[src/rtl/cpu_ctrl_pkg.sv]
// Shared CPU control definitions: hazard-controller state encoding and default
// data-memory timeout.
package cpu_ctrl_pkg;

  typedef enum logic [1:0] {
    RUN      = 2'd0,
    MEM_WAIT = 2'd1,
    HALTING  = 2'd2,
    HALTED   = 2'd3
  } hz_state_t;

  localparam int MEM_TIMEOUT_DEFAULT = 15;

endpackage

[src/rtl/pipeline_hazard_controller_hazard_detect.sv]
// Combinational detection of decode-stage hazards against the instruction in EX:
// load-use on a register source and branch-on-flags-being-written.
module hazard_detect (
  input  logic [3:0] ID_rs1,
  input  logic [3:0] ID_rs2,
  input  logic       ID_uses_rs1,
  input  logic       ID_uses_rs2,
  input  logic       EX_MemRead,
  input  logic [3:0] EX_rd,
  input  logic       ID_is_branch,
  input  logic       EX_sets_flags,
  output logic       load_use,
  output logic       flag_use
);

  // R0 is deliberately not excluded: a match on R0 still stalls.
  assign load_use = EX_MemRead &
                    ((ID_uses_rs1 & (ID_rs1 == EX_rd)) |
                     (ID_uses_rs2 & (ID_rs2 == EX_rd)));

  assign flag_use = ID_is_branch & EX_sets_flags;

endmodule

[src/rtl/pipeline_hazard_controller.sv]
// Pipeline hazard controller: memory-wait freeze, load-use/flag stalls, branch
// flush and halt sequencing, with timeout and stall-cycle statistics.
module pipeline_hazard_controller
  import cpu_ctrl_pkg::*;
#(
  parameter int MEM_TIMEOUT = MEM_TIMEOUT_DEFAULT,
  parameter int CNT_W       = 16
) (
  input  logic             clk,
  input  logic             rst,
  input  logic [3:0]       ID_rs1,
  input  logic [3:0]       ID_rs2,
  input  logic             ID_uses_rs1,
  input  logic             ID_uses_rs2,
  input  logic             EX_MemRead,
  input  logic [3:0]       EX_rd,
  input  logic             ID_is_branch,
  input  logic             ID_branch_taken,
  input  logic             EX_sets_flags,
  input  logic             ID_halt,
  input  logic             WB_halt,
  input  logic             MEM_access,
  input  logic             DMEM_ready,
  output logic             PC_stall,
  output logic             IF_ID_stall,
  output logic             IF_flush,
  output logic             ID_EX_stall,
  output logic             ID_EX_flush,
  output logic             EX_MEM_stall,
  output logic             MEM_WB_flush,
  output logic             halted,
  output logic             mem_timeout,
  output logic [CNT_W-1:0] stall_count
);

  localparam int WAIT_W = $clog2(MEM_TIMEOUT + 1);

  hz_state_t         state, state_nxt;
  logic              halt_pending, halt_pending_nxt;
  logic [WAIT_W-1:0] wait_cnt;
  logic              load_use, flag_use, hazard, freeze;

  hazard_detect u_hazard_detect (
    .ID_rs1        (ID_rs1),
    .ID_rs2        (ID_rs2),
    .ID_uses_rs1   (ID_uses_rs1),
    .ID_uses_rs2   (ID_uses_rs2),
    .EX_MemRead    (EX_MemRead),
    .EX_rd         (EX_rd),
    .ID_is_branch  (ID_is_branch),
    .EX_sets_flags (EX_sets_flags),
    .load_use      (load_use),
    .flag_use      (flag_use)
  );

  assign hazard = load_use | flag_use;
  assign freeze = (state != HALTED) & MEM_access & ~DMEM_ready;
  assign halted = (state == HALTED);

  always_comb begin
    // NOTE: every output of this block gets a default first so no path can infer a latch.
    state_nxt        = state;
    halt_pending_nxt = halt_pending;
    PC_stall         = 1'b0;
    IF_ID_stall      = 1'b0;
    IF_flush         = 1'b0;
    ID_EX_stall      = 1'b0;
    ID_EX_flush      = 1'b0;
    EX_MEM_stall     = 1'b0;
    MEM_WB_flush     = 1'b0;

    if (state == HALTED) begin
      PC_stall    = 1'b1;
      IF_ID_stall = 1'b1;
    end else if (freeze) begin
      PC_stall     = 1'b1;
      IF_ID_stall  = 1'b1;
      ID_EX_stall  = 1'b1;
      EX_MEM_stall = 1'b1;
      MEM_WB_flush = 1'b1;
      if (state == RUN)      state_nxt        = MEM_WAIT;
      if (state == MEM_WAIT) halt_pending_nxt = halt_pending | ID_halt;
    end else if (state == HALTING) begin
      PC_stall = 1'b1;
      IF_flush = 1'b1;
    end else begin
      if (hazard) begin
        PC_stall    = 1'b1;
        IF_ID_stall = 1'b1;
        ID_EX_flush = 1'b1;
      end else begin
        IF_flush = ID_branch_taken;
      end
      if (halt_pending | (ID_halt & ~hazard)) begin
        state_nxt        = HALTING;
        halt_pending_nxt = 1'b0;
      end else begin
        state_nxt = RUN;
      end
    end

    // HLT retiring ends the drain even while the memory stage is frozen.
    if (state == HALTING && WB_halt) state_nxt = HALTED;

    if (rst) begin
      PC_stall     = 1'b0;
      IF_ID_stall  = 1'b0;
      IF_flush     = 1'b0;
      ID_EX_stall  = 1'b0;
      ID_EX_flush  = 1'b0;
      EX_MEM_stall = 1'b0;
      MEM_WB_flush = 1'b0;
    end
  end

  // NOTE: sequential state uses non-blocking assignments so all registers update together.
  always_ff @(posedge clk or posedge rst) begin
    if (rst) begin
      state        <= RUN;
      halt_pending <= 1'b0;
      wait_cnt     <= '0;
      mem_timeout  <= 1'b0;
      stall_count  <= '0;
    end else begin
      state        <= state_nxt;
      halt_pending <= halt_pending_nxt;

      if (freeze) begin
        if (wait_cnt != WAIT_W'(MEM_TIMEOUT)) wait_cnt <= wait_cnt + WAIT_W'(1);
        if (wait_cnt == WAIT_W'(MEM_TIMEOUT - 1)) mem_timeout <= 1'b1;
      end else begin
        wait_cnt <= '0;
      end

      if (PC_stall && state != HALTED && stall_count != {CNT_W{1'b1}})
        stall_count <= stall_count + CNT_W'(1);
    end
  end

endmodule

[config.mk]
export PLATFORM = sky130hd
export DESIGN_NAME = pipeline_hazard_controller
export DESIGN_NICKNAME = d
export VERILOG_FILES = /design/src/rtl/cpu_ctrl_pkg.sv /design/src/rtl/pipeline_hazard_controller_hazard_detect.sv /design/src/rtl/pipeline_hazard_controller.sv
export SDC_FILE = /design/constraint.sdc
export NUM_CORES = 1
export LEC_CHECK = 0
export CORE_MARGIN = 1
export CORE_UTILIZATION = 40
export DETAILED_ROUTE_END_ITERATION = 16
export PLACE_DENSITY = 0.75
export SETUP_SLACK_MARGIN = 0.4
export SYNTH_ARGS = -nofsm -noshare
export SYNTH_HDL_FRONTEND = slang
export SYNTH_SLANG_ARGS = --single-unit
[constraint.sdc]
create_clock -name clk -period 1.5 [get_ports clk]
set_input_delay 0.15 -clock clk [delete_from_list [all_inputs] [get_ports clk]]
set_output_delay 0.15 -clock clk [all_outputs]
set_load 0.1 [all_outputs]
==> flow_summary.ini, run 1 <==
[place]
dp.cells = 246
place_hpwl_um = 2874
io_buffers = 48
gp_congestion = 0.8133
place_ws_ps = -624.0

[synth]
synth_nets = 155
ys_types = 35
synth_area_per_cell_um2 = 10.81
syn_area_mm2 = 0.001384
yosysMostFrequentCell = dfrtp_1
synth_seq_cells = 24
synthFlopType = dfrtp_1
yosysSeqAreaShare = 0.4340
synth_top_cell_area_share = 0.4340
ys_async_sr_fraction = 1.000
synth_common_cells = 24 x dfrtp_1, 18 x xnor2_1, 11 x nor2_1
synth_area_leader_cell = dfrtp_1
yosys-top-cells-area = dfrtp_1 43%, xnor2_1 11%, nand3_2 4.3%
ys_warn_count = 0
netlist_instances = 128
synth_edf_count = 0

[run_status]
lastStage = global routing (5_1_grt)
status = did not finish
error = [ERROR DPL-0038] Utilization greater than 100%, impossible to legalize

[clocking]
hold_buffers = 0
clockRootBuffer = clkbuf_4
cts_buffer_depth = 2
cts_buffers = 3
htree_levels = 1
clock_sinks = 24

[sta]
grt-worst-endpoint = IF_ID_stall
worst-ep-kind = primary output

[floorplan]
rows = 20
die_h_um = 60.82
ios = 49
start_util = 0.4354
die_w_um = 60.82

[grt]
grt_max_degree = 25
## per-stage QoR
stage               cell area [um2]  utilization
floorplan                      1564            -
global placement               2516       0.7917
detailed placement             2516       0.7917
CTS                            2935       0.9236
## kinds of logic after synthesis
group           count (synthesis)  share of synthesized area
xor+xnor                       24                     0.1519
simple gates                   56                     0.2559
mux                             1                    0.01085
flops                          24                     0.4340
buf+inv                         9                    0.04701
fa+ha+maj                       3                    0.02713
compound gates                 11                    0.07323
## what timing repair did
action / CTS
gates cloned: 1
gates resized for setup: 99
endpoints found under the setup margin: 44
setup buffers: 11
pin swaps: 32
==> run 2, diff against run 1 <==
--- a/config.mk
+++ b/config.mk
@@ -6,10 +6,9 @@
 export NUM_CORES = 1
 export LEC_CHECK = 0
 export CORE_MARGIN = 1
-export CORE_UTILIZATION = 40
+export CORE_UTILIZATION = 25
 export DETAILED_ROUTE_END_ITERATION = 16
-export PLACE_DENSITY = 0.75
-export SETUP_SLACK_MARGIN = 0.4
+export PLACE_DENSITY_LB_ADDON = 0.15
 export SYNTH_ARGS = -nofsm -noshare
 export SYNTH_HDL_FRONTEND = slang
 export SYNTH_SLANG_ARGS = --single-unit
==> constraint.sdc (replaced) <==
create_clock -name clk -period 2 [get_ports clk]
set_input_delay 0.2 -clock clk [delete_from_list [all_inputs] [get_ports clk]]
set_output_delay 0.2 -clock clk [all_outputs]
set_load 0.1 [all_outputs]
==> run 2 against run 1 <==
  * The flow now finishes without violations
  * Synthesized cell count stayed put
  * Area after synthesis is the same
==> flow_summary.ini, run 2 <==
[layout]
largest_reg_flops = 16
top_regs = stall_count: 16 flops, wait_cnt: 4 flops, state: 2 flops
final_nets = 221
final_common_cell = buf_4
layout_common_cells = 30 x buf_4, 17 x xnor2_1, 15 x dfrtp_2
drive_above_1_share = 0.5026
fin_area_mm2 = 0.002258
area_growth_syn_to_layout_pct = 63.20
regMostFlops = stall_count
stdcell_count = 263
antenna_cells = 0

[power]
power_frac_comb = 0.200
p_leak_nw = 0.9940
sequentialPowerShare = 0.430
p_per_area_mw_per_mm2 = 516.8
internal_power_w = 0.0008546
p_switching_w = 0.0003124
switching_share = 0.2677
ir_drop_mv = 0.2808
p_clk_frac = 0.370

[min_path]
hold_path_class = in -> async

[run_status]
status = completed

[synth]
yosys-top-cells-area = dfrtp_1 43%, xnor2_1 11%, nand3_2 4.3%
netlist_instances = 128
synth_common_cells = 24 x dfrtp_1, 18 x xnor2_1, 11 x nor2_1
synth_seq_cells = 24
synth_area_leader_cell = dfrtp_1
ys_async_sr_fraction = 1.000
synth_edf_count = 0
syn_area_mm2 = 0.001384
synthFlopType = dfrtp_1
synth_nets = 155
synth_area_per_cell_um2 = 10.81
yosysMostFrequentCell = dfrtp_1
yosysSeqAreaShare = 0.4340
ys_warn_count = 0
ys_types = 35
synth_top_cell_area_share = 0.4340

[worst_setup_path]
path_buf_inv = 5
crit_type = in -> out
reg2reg_depth = 6
critPathTopFamily = buffers and inverters
arrival_ps = 1760
r2r_slack_ps = 180
cp.required_ps = 1800
timing.rr.start = stall_count[8]$_DFFE_PP0P_
crit_path_end_kind = output port
worstPathMaxFanout = 2
max_stage_delay_ps = 270
path_depth = 10
crit_top_cell = buf_4
r2r-end = stall_count[1]$_DFFE_PP0P_
start_kind = primary input
cp_slowest_cell = a211oi_4
crit_chain = dlygate4sd2_1 > xor2_2 > o41ai_4 > buf_4 > nor2_4 > buf_4 > buf_4 > nand3_4 > a211oi_4 > buf_12

[floorplan]
die_w_um = 76.40
ios = 49
die_area_mm2 = 0.005837
start_util = 0.2659
rows = 26
core_mm2 = 0.005205
die_h_um = 76.40

[sta]
clock.fmax_mhz = 510.8
relSlewSlack = 0.7824
hold_viol = 0
tns_ps = 0
worst_pin_slew_ps = 325.0
worst_slack_ps = 42.39
report.final.slew_viol_count = 0
timing.hold.ws_ps = 433.8
fin_crit_ps = 1958
setup_viol_count_final = 0
finClkSkew_ps = 4.771
fin_crit_sh = 0.9788

[place]
dp.cells = 251
place_ws_ps = -184.6
gp_congestion = 0.7693
place_hpwl_um = 2589
io_buffers = 48
dpl-instance-area_mm2 = 0.002085

[clocking]
clock_latency_ps = 270
htree_levels = 1
clock_sinks = 24
path_clk_slew_ps = 90
clockRootBuffer = clkbuf_8
cts_tree = done
cts_buffers = 3
cts_buffer_depth = 2

[grt]
grt_pass1_wl_um = 6051
antenna_found_initial = 0
grt_pass1_vias = 1235
grt_max_degree = 25
overflow = 0
grt_usage = 0.1274

[routing]
drtIter0Drc = 41
num_vias = 1183
firstDrtPassIters = 3
postRouteAntennaNets = 0
routed_via_density = 4.498
wl_per_cell_um = 13.92
wirelength_um = 3660
drc = 0

[run]
maxCapViolCount = 0
==> run 2: cell counts after synthesis <==
No cell type changed its count.
==> run 2: through the flow <==
| stage | util | power [W] |
|---|---|---|
| global placement | 0.4005 | 0.0007226 |
| global route | 0.4339 | 0.001214 |
| detailed placement | 0.4005 | 0.0007248 |
| floorplan | - | 0.0006324 |
| CTS | 0.4286 | 0.001173 |
| finish | 0.4339 | 0.001167 |
==> run 2: power groups by stage <==
stage                     Sequential [W]  Combinational, W  Clock, W
after floorplan                 0.000561         0.0000711         0
after global placement          0.000510          0.000212         0
after detailed placement        0.000510          0.000214         0
after CTS                       0.000501          0.000228  0.000444
after global routing            0.000503          0.000247  0.000464
final                           0.000502          0.000234  0.000432
==> run 2: cells by family (layout without fill, tap and decap cells) <==
group | count (synthesis) | in the layout | share of synthesized area
adder cells (fa/ha/maj) | 3 | 3 | 0.02713
multiplexers | 1 | 1 | 0.01085
XOR/XNOR | 24 | 24 | 0.1519
buffers and inverters | 9 | 74 | 0.04701
AO/OA/AOI/OAI | 11 | 11 | 0.07323
flip-flops | 24 | 24 | 0.4340
AND/OR/NAND/NOR | 56 | 56 | 0.2559
==> run 2: layout make-up <==
class	count	area (um2)
Clock inverter	1	30.03
Clock buffer	3	41.29
Fill cell	521	2947
Sequential cell	24	619.3
Tap cell	70	87.58
Timing Repair Buffer	65	630.6
Multi-Input combinational cell	95	827.0
Inverter	5	22.52
==> run 2: repair_timing <==
action / CTS / global route
setup buffers: 7 / 1
resized for setup: 32 / 17
pin swaps: 12 / 12
hold buffers: 0 / 0
hold endpoints to repair: 0 / 0
setup endpoints to repair: 4 / 13
==> run 2: per-layer routing <==
layer	up-vias	global-route usage	share of wire
met5	-	0	0
met4	0	0.02308	0.0074
met3	4	0.01796	0.037
met2	34	0.2108	0.49
met1	576	0.1769	0.47
li1	569	-	-
==> run 2: worst max-delay path by stage <==
stage / start / to / slack, ps
2_1_floorplan: stall_count[8]$_DFFE_PP0P_ / stall_count[1]$_DFFE_PP0P_ / -80
3_3_place_gp: EX_rd[0] / stall_count[13]$_DFFE_PP0P_ / -170
3_5_place_dp: EX_rd[0] / stall_count[10]$_DFFE_PP0P_ / -180
4_1_cts: EX_rd[3] / ID_EX_flush / 1
5_1_grt: ID_rs1[3] / IF_flush / -2
6_report: ID_rs2[0] / IF_flush / 40
==> run 2: worst register-to-register path: stages (launching register included) <==
cell and delay (ps):
dfrtp_2 420, and4_1 300, nand2_1 110, nor2_1 260, a31oi_4 200, nand2_2 140, mux2_4 300
Power figures use the tool's default switching activity.
